### src/rtl/i2c_ctrl_pkg.sv
// Shared encodings for the I2C transaction sequencer: FSM states, engine commands,
// status and control-byte field positions.
package i2c_ctrl_pkg;

  typedef enum logic [2:0] {
    S_IDLE, S_START, S_ADDR, S_WR, S_RD, S_STOP, S_DONE
  } state_t;

  localparam logic [1:0] CMD_START = 2'd0;
  localparam logic [1:0] CMD_WRITE = 2'd1;
  localparam logic [1:0] CMD_READ  = 2'd2;
  localparam logic [1:0] CMD_STOP  = 2'd3;

  localparam int STAT_DONE    = 7;
  localparam int STAT_TIMEOUT = 2;
  localparam int STAT_NACK    = 1;
  localparam int STAT_BUSY    = 0;

  localparam int CON1_GO      = 0;
  localparam int CON1_RW      = 1;
  localparam int CON1_CNT_LSB = 2;

  localparam int WDOG_W = 13;

  function automatic logic [7:0] addr_byte(input logic [6:0] addr, input logic rw);
    return {addr, rw};
  endfunction

endpackage

### src/rtl/i2c_seq_wdog.sv
// Per-command watchdog: counts cycles while a command is outstanding and flags
// the terminal count. Only instantiated when I2C_WDOG_EN is defined.
module i2c_seq_wdog
  import i2c_ctrl_pkg::*;
#(
  parameter int LIMIT = 4096
) (
  input  logic clk,
  input  logic rst_n,
  input  logic run,
  input  logic clr,
  output logic hit
);

  localparam logic [WDOG_W-1:0] LAST = WDOG_W'(LIMIT - 1);

  logic [WDOG_W-1:0] count;

  always_ff @(posedge clk) begin
    if (!rst_n || clr || !run) count <= '0;
    else                       count <= count + WDOG_W'(1);
  end

  assign hit = (count == LAST);

endmodule

### src/rtl/i2c_txn_sequencer.sv
// APB-to-byte-engine I2C transaction sequencer (START, ADDR, data bytes, STOP).
// Optional per-command watchdog enabled with the I2C_WDOG_EN macro.
//
// state   | meaning
// IDLE    | ready, waiting for a go rising edge
// START   | START command outstanding
// ADDR    | address byte {addr,rw} outstanding
// WR      | data byte idx being written
// RD      | data byte idx being read
// STOP    | STOP command outstanding
// DONE    | one cycle: post done, drop busy
module i2c_txn_sequencer
  import i2c_ctrl_pkg::*;
#(
  parameter int NBYTES_MAX     = 4,
  parameter int TIMEOUT_CYCLES = 4096
) (
  input  logic                    PCLK,
  input  logic                    PRESETn,
  input  logic [7:0]              i2c_con1,
  input  logic [7:0]              i2c_con2,
  input  logic [8*NBYTES_MAX-1:0] Din,
  output logic [8*NBYTES_MAX-1:0] Dout,
  output logic                    ready,
  output logic [7:0]              i2c_stat,
  output logic [1:0]              eng_cmd,
  output logic                    eng_valid,
  output logic [7:0]              eng_txbyte,
  output logic                    eng_last,
  input  logic                    eng_ack,
  input  logic [7:0]              eng_rxbyte,
  input  logic                    eng_nack
);

  state_t                  state;
  logic                    go_q;
  logic [6:0]              addr_q;
  logic                    rw_q;
  logic [1:0]              cnt_q;
  logic [8*NBYTES_MAX-1:0] din_q;
  logic [1:0]              idx;
  logic                    done_q, nack_q, to_q, busy_q;
  logic                    wdog_hit;
  logic                    go_edge;
  logic [1:0]              idx_nx;
  logic                    unused_ok;

`ifdef I2C_WDOG_EN
  i2c_seq_wdog #(.LIMIT(TIMEOUT_CYCLES)) u_wdog (
    .clk   (PCLK),
    .rst_n (PRESETn),
    .run   (eng_valid),
    .clr   (eng_ack),
    .hit   (wdog_hit)
  );
`else
  assign wdog_hit = 1'b0;
`endif

  assign go_edge   = i2c_con1[CON1_GO] && !go_q;
  assign idx_nx    = idx + 2'd1;
  assign unused_ok = ^{i2c_con1[7:4], i2c_con2[7], TIMEOUT_CYCLES[0]};

  always_comb begin
    i2c_stat               = 8'h00;
    i2c_stat[STAT_DONE]    = done_q;
    i2c_stat[STAT_TIMEOUT] = to_q;
    i2c_stat[STAT_NACK]    = nack_q;
    i2c_stat[STAT_BUSY]    = busy_q;
  end

  always_ff @(posedge PCLK) begin
    if (!PRESETn) begin
      state      <= S_IDLE;
      go_q       <= 1'b0;
      addr_q     <= '0;
      rw_q       <= 1'b0;
      cnt_q      <= '0;
      din_q      <= '0;
      idx        <= '0;
      Dout       <= '0;
      ready      <= 1'b1;
      eng_cmd    <= CMD_START;
      eng_valid  <= 1'b0;
      eng_txbyte <= '0;
      eng_last   <= 1'b0;
      done_q     <= 1'b0;
      nack_q     <= 1'b0;
      to_q       <= 1'b0;
      busy_q     <= 1'b0;
    end else begin
      go_q <= i2c_con1[CON1_GO];
      case (state)
        S_IDLE: begin
          if (go_edge) begin
            addr_q   <= i2c_con2[6:0];
            rw_q     <= i2c_con1[CON1_RW];
            cnt_q    <= i2c_con1[CON1_CNT_LSB +: 2];
            din_q    <= Din;
            Dout     <= '0;
            done_q   <= 1'b0;
            nack_q   <= 1'b0;
            to_q     <= 1'b0;
            busy_q   <= 1'b1;
            ready    <= 1'b0;
            idx      <= '0;
            eng_cmd  <= CMD_START;
            eng_last <= 1'b0;
            state    <= S_START;
          end
        end
        S_DONE: begin
          done_q <= 1'b1;
          busy_q <= 1'b0;
          ready  <= 1'b1;
          state  <= S_IDLE;
        end
        default: begin
          // Command states: raise valid one cycle after entry, advance on ack.
          if (!eng_valid) begin
            eng_valid <= 1'b1;
          end else if (eng_ack) begin
            eng_valid <= 1'b0;
            case (state)
              S_START: begin
                eng_cmd    <= CMD_WRITE;
                eng_txbyte <= addr_byte(addr_q, rw_q);
                state      <= S_ADDR;
              end
              S_ADDR: begin
                if (eng_nack) begin
                  nack_q  <= 1'b1;
                  eng_cmd <= CMD_STOP;
                  state   <= S_STOP;
                end else if (rw_q) begin
                  eng_cmd  <= CMD_READ;
                  eng_last <= (cnt_q == 2'd0);
                  state    <= S_RD;
                end else begin
                  eng_cmd    <= CMD_WRITE;
                  eng_txbyte <= din_q[7:0];
                  state      <= S_WR;
                end
              end
              S_WR: begin
                if (eng_nack || idx == cnt_q) begin
                  nack_q  <= nack_q | eng_nack;
                  eng_cmd <= CMD_STOP;
                  state   <= S_STOP;
                end else begin
                  idx        <= idx_nx;
                  eng_txbyte <= din_q[8*idx_nx +: 8];
                end
              end
              S_RD: begin
                Dout[8*idx +: 8] <= eng_rxbyte;
                if (idx == cnt_q) begin
                  eng_cmd  <= CMD_STOP;
                  eng_last <= 1'b0;
                  state    <= S_STOP;
                end else begin
                  idx      <= idx_nx;
                  eng_last <= (idx_nx == cnt_q);
                end
              end
              S_STOP:  state <= S_DONE;
              default: state <= S_IDLE;
            endcase
          end else if (wdog_hit) begin
            eng_valid <= 1'b0;
            to_q      <= 1'b1;
            state     <= S_DONE;
          end
        end
      endcase
    end
  end

endmodule

### config.mk
export PLATFORM = sky130hd
export DESIGN_NAME = i2c_txn_sequencer
export DESIGN_NICKNAME = d
export VERILOG_FILES = /design/src/rtl/i2c_ctrl_pkg.sv /design/src/rtl/i2c_seq_wdog.sv /design/src/rtl/i2c_txn_sequencer.sv
export SDC_FILE = /design/constraint.sdc
export NUM_CORES = 1
export LEC_CHECK = 0
export CORE_ASPECT_RATIO = 1.2
export CORE_MARGIN = 10
export CORE_UTILIZATION = 44
export DETAILED_ROUTE_END_ITERATION = 6
export PLACE_DENSITY = 0.71
export SYNTH_ARGS = -nofsm -noshare
export SYNTH_HDL_FRONTEND = slang
export SYNTH_SLANG_ARGS = --single-unit
### constraint.sdc
create_clock -name PCLK -period 2.6 [get_ports PCLK]
set_input_delay 0.39 -clock PCLK [delete_from_list [all_inputs] [get_ports PCLK]]
set_output_delay 0.39 -clock PCLK [all_outputs]
set_load 0.005 [all_outputs]
==> summary by stage <==
CTS
The number of H-tree levels is 3. The number of setup buffers added after CTS is 0. Clock tree synthesis selected as its root buffer the cell sky130_fd_sc_hd__clkbuf_16.

The TritonCTS clock tree is yes. The number of cells upsized or downsized after cts is 0. The worst-skew pair later-pin latency is 0.35 ns. The post-cts hold buffer count is 0. The TritonCTS buffer count is 9. The clock-pin slew on the worst setup and hold paths is 0.07 ns. Clock tree synthesis found a total of 96 sinks.

The number of buffers on the longest clock path is 2.

Yosys
The area share of the leading cell type in the synthesized netlist is 42.88%. The most instantiated flip-flop cell in the synthesis netlist is sky130_fd_sc_hd__dfxtp_1. Sequential elements use 42.88% of the synthesized area. The mean post-synth cell area is 8.586 um^2. The area of the mapped netlist is 4482 um^2.

The number of synthesized flops with an enable pin is 0. The number of register bits inferred by synthesis is 96. Of all flip-flops after synthesis, the portion carrying an async set or reset was 0%. The number of distinct library cell variants in the gate-level netlist after synthesis is 60. After technology mapping, the gate count stands at 522. In the post-synthesis netlist, the biggest area contributors are sky130_fd_sc_hd__dfxtp_1 (43%), sky130_fd_sc_hd__nand2_1 (9.1%), sky130_fd_sc_hd__a21oi_1 (8.0%). sky130_fd_sc_hd__dfxtp_1 takes more of the synthesized area than any other cell. The number of warning messages in the yosys log is 0.

GRT
The global-route wire length before repair is 19550 um. Across every metal layer, demand over resource in global routing totals 16.00%. The initial antenna violation count is 0. Global routing finished with a remaining overflow of 0. The largest net degree at the start of global routing is 68. The number of global-route vias before repair is 3888.

Layout
The number of inserted filler cells in the final layout is 925. The most common cell after layout, fill and taps aside is sky130_fd_sc_hd__nand2_1. The sequential cells in the finished layout cover a total of 1922 um^2. The final standard cell count with taps included and fillers excluded is 736. The multi-input combinational cells in the finished layout cover a total of 2192 um^2. The net count reported at finish is 670.

The final antenna diode count is 0. The library cells used most frequently in the layout, excluding fill and tap cells, are sky130_fd_sc_hd__nand2_1 (109), sky130_fd_sc_hd__clkdlybuf4s50_1 (102), sky130_fd_sc_hd__dfxtp_1 (96). The layout cell share with drive strength beyond 1 is 7.869%. The signed area change from the synthesized netlist to the final layout is 29.40%.

Flow run
The tool flagged a number of max-cap violations equal to 0.

Timing
Setup repair after global routing left no endpoint under its margin. The fraction of the cycle the final worst path needs is 82.21%. The worst-margin pin slew is 0.6598 ns. The number of hold violations in the final report is 0. The clock tree skew after final layout is 0.006319 ns. The worst-case headroom to the max-slew limit is 55.72%. Timing would allow up to 0.4678 GHz. Summed over all failing endpoints, the final setup total negative slack is 0 ns. Setup violations remaining at the end of the flow were counted as 0. The count of pins over their slew limit is 0. The post-route worst setup slack is 0.4624 ns.

The clock period minus final worst setup slack is 2.138 ns.

Placed design
The placement-stage worst setup slack is 0.3223 ns. The cell count after placement is 720. The estimated wirelength of the detail-placed design is 8691 um. Port buffering added 102 buffers. The weighted congestion at the end of routability-driven global placement is 0.9004.

Power and ir drop
Internal power comes to 3039 uW. The share of total power dissipated in combinational logic is 28.1%. The power density over the cells is 780.3 nW/um^2. The cell leakage power is 0.001984 uW. IR analysis of the VDD net gives a maximum drop of 0.0003375 V. The analysis attributes to net switching a power of 1486 uW. The clock network burns 31.6% of the power.

The switching portion of total power is 32.84%. The part of the total power dissipated in sequential elements is 40.3%.

Critical path
The worst-case reg-to-reg path depth is 4. The launch instance of the worst register-to-register path is state[1]. STA classifies the critical path startpoint as a register.

The type of element capturing the critical path is a register. The setup check on the worst reg-to-reg path leaves a slack of 0.46 ns. The worst reg2reg path endpoint is eng_txbyte[7]. The data required time at the worst endpoint is 2.80 ns. The data arrival time at the worst-slack endpoint is 2.34 ns. The worst-path maximum fanout is 18. The critical path class is register to register.

Route
Dividing the detail-routed via count by the number of cells gives 5.399. The number of vias in the routed layout is 3974. The first routing iteration left 187 violations.

After detailed routing, the average wire length per cell comes to 16.25 um. In the routed design, unresolved DRC markers number 0. Wires add up to 11960 um. In this run the remaining antenna-violating nets after routing total 0. The first-pass iteration count of the detailed router is 4.

Worst hold path
In this run the most critical hold path is launched from din_q[8]. The endpoint of the worst hold-timing path is din_q[8]. In this run the worst hold path is classified as register to register. The count of cells along the worst hold path is 2.

Floorplan
The area enclosed by the die boundary is 14640 um^2. The initial utilization of the core area, before any placement, comes to 44.77%. The count of boundary I/O pins is 113.

The core region is 10010 um^2. The count of standard-cell rows is 40. In this run the horizontal extent of the chip is 112.1 um. From bottom edge to top edge, the die measures 130.6 um.

Run status
The run finished with clean final reports.
cells in the mapped netlist (3+ instances only):
cell                       number
sky130_fd_sc_hd__o21ai_0       15
sky130_fd_sc_hd__buf_6         12
sky130_fd_sc_hd__nand3b_1       3
sky130_fd_sc_hd__buf_2          6
sky130_fd_sc_hd__and4_1         3
sky130_fd_sc_hd__a31oi_1        3
sky130_fd_sc_hd__clkbuf_1      17
sky130_fd_sc_hd__buf_4          9
sky130_fd_sc_hd__a21oi_1       72
sky130_fd_sc_hd__nand3_1       21
sky130_fd_sc_hd__o21ai_1        3
sky130_fd_sc_hd__nor3_1         4
sky130_fd_sc_hd__ha_1           5
sky130_fd_sc_hd__o22ai_2        9
sky130_fd_sc_hd__nor2b_1        3
sky130_fd_sc_hd__mux2i_1       16
sky130_fd_sc_hd__inv_1         22
sky130_fd_sc_hd__o22ai_1       16
sky130_fd_sc_hd__nand2b_1       4
sky130_fd_sc_hd__dfxtp_1       96
sky130_fd_sc_hd__nand2_1      109
sky130_fd_sc_hd__o21a_1         4
sky130_fd_sc_hd__nor2_1         8
sky130_fd_sc_hd__a22o_1        16
sky130_fd_sc_hd__a211oi_1       4
metrics by stage:
step                utilization, %  total power [uW]  hold slack (ns)  cell area (um^2)
floorplan                        -              2746           0.4357              4497
global placement             54.74              3098           0.4426              5479
detailed placement           54.74              3125           0.4478              5479
CTS                          57.94              4559           0.4574              5799
global route                 57.94              4770           0.4735              5799
finish                       57.94              4525           0.4534              5799
registers in the layout, indices dropped and copies added (netlist names):
| register | count |
|---|---|
| eng_cmd | 2 |
| eng_valid | 1 |
| nack_q | 1 |
| state | 3 |
| addr_q | 7 |
| din_q | 32 |
| Dout | 32 |
| rw_q | 1 |
| idx | 2 |
| busy_q | 1 |
| eng_last | 1 |
| eng_txbyte | 8 |
| cnt_q | 2 |
| done_q | 1 |
| go_q | 1 |
| ready | 1 |
area by class of cell:
cell class                 count  share of cell area, %
clock buffer                   9                  3.883
tap                          126                  2.718
sequential                    96                  33.14
inverter                      23                  1.489
clock inverter                 7                  1.640
timing repair buffer         112                  19.33
multi-input combinational    363                  37.80
metal layers:
layer	vias up	share of wire, %	track usage (%)
met3	21	6.8	4.697
met1	1838	43	18.51
met2	134	49	27.70
met5	-	0	0
li1	1981	-	-
met4	0	1.4	5.381
how the worst max path moves through the flow:
stage | start | endpoint | slack (ns) | cells after the start
finish | state[1] | eng_txbyte[7] | 0.46 | 4
global route | state[1] | eng_txbyte[7] | 0.35 | 4
CTS | state[1] | eng_txbyte[7] | 0.48 | 4
detailed placement | i2c_con1[0] | addr_q[2] | 0.32 | 6
global placement | i2c_con1[0] | din_q[30] | 0.37 | 6
floorplan | idx[0] | eng_last | 0.64 | 9
critical path: stages (launching register included):
cell                      delay [ns]
sky130_fd_sc_hd__dfxtp_1        0.71
sky130_fd_sc_hd__inv_1          0.31
sky130_fd_sc_hd__nand2_1        0.24
sky130_fd_sc_hd__a311o_1        0.57
sky130_fd_sc_hd__o22ai_2        0.16
power by group through the flow:
stage	logic [uW]	clock network, uW	registers [uW]
after floorplan	969	0	1780
after global placement	1250	0	1850
after detailed placement	1270	0	1860
after CTS	1280	1460	1820
after global routing	1410	1510	1850
final	1270	1430	1820
kinds of logic (layout without fill, tap and decap cells):
| logic type | count (synthesis) | after routing | synth area share (%) |
|---|---|---|---|
| AND/OR/NAND/NOR | 176 | 176 | 19.07 |
| XOR/XNOR | 2 | 2 | 0.7258 |
| adder cells (fa/ha/maj) | 5 | 5 | 1.396 |
| multiplexers | 16 | 16 | 3.573 |
| other | 1 | 5 | 0.08367 |
| flip-flops | 96 | 96 | 42.88 |
| buffers and inverters | 67 | 151 | 8.543 |
| AO/OA/AOI/OAI | 159 | 159 | 23.73 |
Note: power is estimated with default switching activity, not from simulation.
